## src/rtl/apu_pkg.sv

```systemverilog
// Shared types, constants and helpers for the APU envelope / length-counter slice.
package apu_pkg;

    typedef struct packed {
        logic       halt;
        logic       const_vol;
        logic [3:0] vol;
    } ctrl_reg_t;

    // Length-counter load values, indexed by the 5-bit field of $4003/$400F.
    localparam logic [7:0] LENGTH_TABLE [32] = '{
        8'd10,  8'd254, 8'd20,  8'd2,   8'd40,  8'd4,   8'd80,  8'd6,
        8'd160, 8'd8,   8'd60,  8'd10,  8'd14,  8'd12,  8'd26,  8'd14,
        8'd12,  8'd16,  8'd24,  8'd18,  8'd48,  8'd20,  8'd96,  8'd22,
        8'd192, 8'd24,  8'd72,  8'd26,  8'd16,  8'd28,  8'd32,  8'd30
    };

    // A held strobe counts once in edge mode, every cycle in level mode.
    function automatic logic wren_accept(input logic wren, input logic prev_wren,
                                         input bit edge_mode);
        return edge_mode ? (wren & ~prev_wren) : wren;
    endfunction

endpackage

```

## src/rtl/apu_envelope.sv

```systemverilog
// Envelope generator: start flag, divider, decay level and registered volume mux.
module apu_envelope
    import apu_pkg::*;
(
    input  logic      clk,
    input  logic      rst,
    input  logic      e_pulse,
    input  logic      start,
    input  ctrl_reg_t ctrl,
    output logic [3:0] volume
);

    logic       start_flag;
    logic [3:0] divider;
    logic [3:0] decay;

    always_ff @(posedge clk) begin
        if (rst) begin
            start_flag <= 1'b0;
            divider    <= 4'd0;
            decay      <= 4'd0;
            volume     <= 4'd0;
        end else begin
            if (e_pulse) begin
                if (start_flag) begin
                    start_flag <= 1'b0;
                    decay      <= 4'd15;
                    divider    <= ctrl.vol;
                end else if (divider == 4'd0) begin
                    divider <= ctrl.vol;
                    if (decay != 4'd0) begin
                        decay <= decay - 4'd1;
                    end else if (ctrl.halt) begin
                        decay <= 4'd15;
                    end
                end else begin
                    divider <= divider - 4'd1;
                end
            end
            // Placed after the envelope step so a coincident e_pulse sees the old flag.
            if (start) begin
                start_flag <= 1'b1;
            end
            volume <= ctrl.const_vol ? ctrl.vol : decay;
        end
    end

endmodule

```

## src/rtl/apu_envelope_length_unit.sv

```systemverilog
// Per-channel envelope + length counter: register write decode, enable and length state.
module apu_envelope_length_unit
    import apu_pkg::*;
#(
    parameter bit WREN_EDGE = 1'b1
) (
    input  logic       clk,
    input  logic       rst,
    input  logic       e_pulse,
    input  logic       l_pulse,
    input  logic       ctrl_wren,
    input  logic [5:0] ctrl_data,
    input  logic       len_wren,
    input  logic [4:0] len_index,
    input  logic       en_wren,
    input  logic       en_data,
    output logic [3:0] volume,
    output logic       length_active,
    output logic [7:0] length_count
);

    ctrl_reg_t ctrl_q;
    logic      enabled;
    logic      prev_ctrl_wren;
    logic      prev_len_wren;
    logic      prev_en_wren;
    logic      ctrl_acc;
    logic      len_acc;
    logic      en_acc;

    assign ctrl_acc = wren_accept(ctrl_wren, prev_ctrl_wren, WREN_EDGE);
    assign len_acc  = wren_accept(len_wren,  prev_len_wren,  WREN_EDGE);
    assign en_acc   = wren_accept(en_wren,   prev_en_wren,   WREN_EDGE);

    always_ff @(posedge clk) begin
        if (rst) begin
            ctrl_q         <= '0;
            enabled        <= 1'b0;
            prev_ctrl_wren <= 1'b0;
            prev_len_wren  <= 1'b0;
            prev_en_wren   <= 1'b0;
            length_count   <= 8'd0;
        end else begin
            prev_ctrl_wren <= ctrl_wren;
            prev_len_wren  <= len_wren;
            prev_en_wren   <= en_wren;
            if (ctrl_acc) begin
                ctrl_q <= ctrl_reg_t'(ctrl_data);
            end
            if (en_acc) begin
                enabled <= en_data;
            end
            // Enable-clear beats a load, which beats the l_pulse decrement (old halt).
            if (en_acc && !en_data) begin
                length_count <= 8'd0;
            end else if (len_acc && enabled) begin
                length_count <= LENGTH_TABLE[len_index];
            end else if (l_pulse && length_count != 8'd0 && !ctrl_q.halt) begin
                length_count <= length_count - 8'd1;
            end
        end
    end

    assign length_active = (length_count != 8'd0);

    apu_envelope u_envelope (
        .clk     (clk),
        .rst     (rst),
        .e_pulse (e_pulse),
        .start   (len_acc),
        .ctrl    (ctrl_q),
        .volume  (volume)
    );

endmodule
```

## config.mk

```make
export PLATFORM = sky130hd
export DESIGN_NAME = apu_envelope_length_unit
export DESIGN_NICKNAME = d
export VERILOG_FILES = /design/src/rtl/apu_pkg.sv /design/src/rtl/apu_envelope.sv /design/src/rtl/apu_envelope_length_unit.sv
export SDC_FILE = /design/constraint.sdc
export NUM_CORES = 1
export LEC_CHECK = 0
export ABC_AREA = 0
export CORE_ASPECT_RATIO = 0.6
export CORE_MARGIN = 5
export CORE_UTILIZATION = 52
export CTS_BUF_LIST = sky130_fd_sc_hd__clkbuf_4 sky130_fd_sc_hd__clkbuf_8 sky130_fd_sc_hd__clkbuf_16
export CTS_CLUSTER_DIAMETER = 150
export DETAILED_ROUTE_END_ITERATION = 10
export PLACE_DENSITY_LB_ADDON = 0.15
export SLEW_MARGIN = 20
export SYNTH_ARGS = -nofsm -noshare
export SYNTH_HDL_FRONTEND = slang
export SYNTH_SLANG_ARGS = --single-unit
```

## constraint.sdc

```tcl
create_clock -name clk -period 2.1 [get_ports clk]
set_input_delay 0.525 -clock clk [delete_from_list [all_inputs] [get_ports clk]]
set_output_delay 0.525 -clock clk [all_outputs]
set_load 0.02 [all_outputs]
```

After elaboration in Yosys (flattened, before gate mapping). Memory sizes are Yosys's and may differ from the RTL's. Index checks and enable logic that the tools add are counted.

Register bits after elaboration: 31. Bits in read-only memories: 256. Output and inout bits: 13. Word-level logic and storage cells: 52. Memories kept: 1.

$add $sub $neg: 3. $lt $le $gt $ge: 1. Mux-type cells: 13. Bitwise operators: 7. Reduce and logical (&&, ||, !) cells: 15.

Memories: (name not given) (depth 32, width 8, rd ports 1, clocked after Yosys merged registers in 0, write ports 0, line apu_envelope_length_unit.sv:57) `length_count <= LENGTH_TABLE[len_index];`.

Operators by type and width (count): $mux 8 (4); $mux 4 (7); $reduce_bool 8->1 (1); $sub 4x1->4 const B (2); $sub 8x1->8 const B (1); $ge 6x6->1 const B (1); $not 5->6 (1); $reduce_bool 2->1 (3); $logic_and 1x1->1 (4); $logic_not 4->1 (1); $reduce_bool 4->1 (1); $and 1x1->1 (3); $not 1->1 (3); $reduce_and 3->1 (1); $reduce_bool 3->1 (1); $logic_not 1->1 (2); $mux 1 (2); $reduce_or 2->1 (1).

Longest topological paths before layout. Gate-level depths: netlist of run 1.

Depth after elaboration: 5. Depth in mapped cells: 7. Gate-level depth less buffers: 7.

Cells and area by module. Synthesis of run 1 repeated with hierarchy kept, for this count alone.

Cells, all modules: 219. Area, all modules: 1894.3 um^2.

Modules (own cells, without submodules): apu_envelope_length_unit (instances 1, cells an instance 139, area an instance 1217.4 um^2); apu_envelope (instances 1, cells an instance 80, area an instance 676.9 um^2).

Worst setup path after synthesis of run 1. Ideal clock, no wire load.

Path type: reg-to-reg. From: register length_count[0]. To: register length_count[4]. Data arrival time: 1.719 ns. Required time: 2.005 ns. Path slack: 0.286 ns. Cell stages (with the launch flop): 8. Cells stage by stage: dfxtp_1 > inv_1 > ha_1 > nor3b_1 > a211oi_2 > nand2_1 > xor2_1 > a221oi_1.

Cells in the longest elaborated chain, start to end: 4. Elaborated cells on any way between the ends: 7. Those cells by class: 1 x add/sub; 2 x mux; 4 x reduce/logical.

RTL lines: start: declaration (line apu_envelope_length_unit.sv:19) `output logic [7:0] length_count`; start signal: assignment (line apu_envelope_length_unit.sv:57); start signal: assignment (line apu_envelope_length_unit.sv:59) `length_count <= length_count - 8'd1;`; parallel branches: the longest is 4 deep, another holds $sub 8x1->8.

Parallel ways; which one is timed is not known. The select of a mux whose other input is x is not followed. A chain may end at the register's enable or synchronous reset.

Worst setup path in the final report of run 1.
From: register length_count[1]. To: output length_active.

Cells in the longest elaborated chain, start to end: 1.

RTL lines: $reduce_bool 8->1 (line apu_envelope_length_unit.sv:64) `assign length_active = (length_count != 8'd0);`; end: declaration (line apu_envelope_length_unit.sv:18) `output logic length_active,`.

No other way between the ends.

==> metrics, run 1 <==
PortBufs 31; vias in the first global route 1,732; PwrDens 1121 nW/um^2; Critical Path Source Type flop; total gr overflow 0; CTS H-tree depth 2; Internal Dissipation 0.001715 W; overall power 0.002717 W; Area contributors post-synth dfxtp_1, mux2i_1, ha_1; pin count of the biggest net entering global routing 23; max-cap check violation count 0; Logic pwr share 0.467; Clk Latency, worst-skew pair 280 ps; final WL 5013 um; Row Count 16; Lkg Pwr 0.9746 nW; DRC viols 0; nets 287; WP data required 1570 ps; top-count cell post-synth dfxtp_1; DRT Pass-1 Iters 4; initial core utilization 0.5442; Bufs on Longest Clock Path 2; busiest metal layer after global routing met2; Seq/Total Area, Yosys 0.3473; syn nets 237; status finished, final reports clean; post-layout instance area 2424 sq um; hold crit path type reg2reg; total CTS buffers 5; Clock Power Share 0.225; Final setup viols 0; routing usage on met3 0.06389; Routed WL per cell 16.49 um; Reg power frac 0.308; I/O pin total 32; hold buffers post-CTS 0; Sw Pwr 0.001002 W; met1 Use GR 0.2905; main flop type after synthesis dfxtp_1; sw frac 0.3687; Multi-input gate area 1090 sq um; Placer Congestion 0.8453; Rel. slew slack 0.7428; Vias/cell 5.635; worst vdd rail ir drop 0.7671 mV; cell area after synthesis 1787 sq um; Core ar. 3283 sq um; final hold vios 0; WHS 492.3 ps; leading area contributor after synthesis dfxtp_1; share of cells above drive strength 1 0.1737; global-route met2 utilization 0.3230; Post-DP Area 2276 sq um; Least-Margin Pin Slew 380.5 ps; maximum fanout along the worst path 3; Reg area 620.6 sq um; Setup Skew 8.799 ps; CTS clk-pin slew, worst paths 70 ps; post-synth cell types 43; min Tclk post-route 2048 ps; DRT iter0 DRCs 115; CTS tree built; Area Overhead vs Synth 35.64%; Async S/R FF share, synth 0; most instantiated cells after synthesis dfxtp_1, nor2_1, mux2i_1; Slew Limit Fails 0; first-pass GRT wire length 8059 um; die width 85.68 um; Place WS -120.6 ps; endpoint type of the worst setup path output port; worst endpoint data arrival time 1520 ps; fill cell count 246; Overall Global Routing Usage 0.2124; antenna viol nets, final 0; clock sink count 31; vias 1,713; CTS root buffer clkbuf_8; final worst setup slack 51.61 ps; critical path class reg2out; initial antenna violation count 0; Synth top area share 0.3473; Cells after Synth 208; Seq cells post-synth 31; antenna fix cells 0; Die Ht 55.41 um; Post-synth EDFFs 0; yosys warns 0; DP Wirelength 3692 um; die area 4747 sq um; Tcrit/Tclk final 0.9754; Avg Cell Area, Syn 8.590 sq um; f_max 488.2 MHz
power groups by stage:
stage	combinational, W	clock [W]	sequential (W)
2_1_floorplan	0.000646	0	0.000894
3_3_place_gp	0.00113	0	0.000826
3_5_place_dp	0.00118	0	0.000839
4_1_cts	0.00121	0.000615	0.000833
5_1_grt	0.00137	0.000638	0.000853
6_report	0.00127	0.000611	0.000837
cell families after synthesis:
group | share of synthesized area
buffers and inverters | 0.05533
muxes | 0.09033
adders and majority gates | 0.07003
DFF | 0.3473
and+or+nand+nor | 0.2059
AOI/OAI and AO/OA | 0.1968
xor gates and xnor gates | 0.03431
path summary, 6_finish.rpt:
| path | startpoint | cells past startpoint | to | slack [ps] |
|---|---|---|---|---|
| min | enabled$_SDFFE_PP0N_ | 2 | enabled$_SDFFE_PP0N_ | 490 |
| max | length_count[1]$_SDFFE_PP0P_ | 5 | length_active | 50 |
| max reg2reg | length_count[0]$_SDFFE_PP0P_ | 8 | length_count[4]$_SDFFE_PP0P_ | 210 |
| min reg2reg | enabled$_SDFFE_PP0N_ | 2 | enabled$_SDFFE_PP0N_ | 490 |
critical path: stages, from the launching register on:
cell             delay, ps
dfxtp_1                310
inv_1                   80
ha_1                   190
nor3b_4                270
nand2_1                 90
clkdlybuf4s15_1        300
timing repair:
| action | CTS | global route |
|---|---|---|
| resized for setup | 3 | 3 |
| buffers inserted | 0 | 1 |
| setup endpoints to repair | 1 | 2 |
| gates cloned | 0 | 0 |
cell type report:
type | count | share of cell area
Multi-Input combinational cell | 152 | 0.4497
Sequential cell | 31 | 0.2561
Timing Repair Buffer | 55 | 0.2024
Clock buffer | 6 | 0.03407
Tap cell | 45 | 0.02323
Inverter | 13 | 0.02013
Clock inverter | 2 | 0.01446
sequential cells by signal, summed over array words and instances, names as in the netlist:
| register | count |
|---|---|
| length_count | 8 |
| u_envelope.divider | 4 |
| prev_ctrl_wren | 1 |
| u_envelope.decay | 4 |
| u_envelope.volume | 4 |
| prev_en_wren | 1 |
| ctrl_q | 6 |
| enabled | 1 |
| prev_len_wren | 1 |
| u_envelope.start_flag | 1 |
placed cells by master, fill, tap and decap left out, drive strengths merged, types with 10 or more instances in the layout:
| cell | netlist | layout |
|---|---|---|
| dfxtp | 31 | 31 |
| clkdlybuf4s50 | 0 | 30 |
| nor2 | 29 | 29 |
| buf | 4 | 24 |
| mux2i | 15 | 15 |
| inv | 13 | 13 |
| a21oi | 11 | 11 |
| ha | 10 | 10 |
| a211oi | 10 | 10 |
| o21ai | 10 | 10 |
stage by stage:
step / setup TNS, ps / util / cells
detailed placement: -520.1 / 0.6932 / 295
global placement: -341.3 / 0.6932 / 295
finish: 0 / 0.7382 / 304
CTS: 0 / 0.7321 / 303
global route: -47.02 / 0.7382 / 304
floorplan: 0 / - / 208
metal layers:
metal | routed length, um | part of all wire
met1 | 2361 | 0.47
met2 | 2211 | 0.44
met3 | 369 | 0.074
met4 | 70 | 0.014
met5 | 0 | 0
No activity file was read; power rests on OpenSTA's default activity.
==> inputs of run 2 (changes only) <==
- CTS_CLUSTER_DIAMETER: 150 -> 200
- CTS_CLUSTER_SIZE: default -> 20
==> results of run 2 <==
The final DEF is identical to that of run 1; final timing and power are the same.
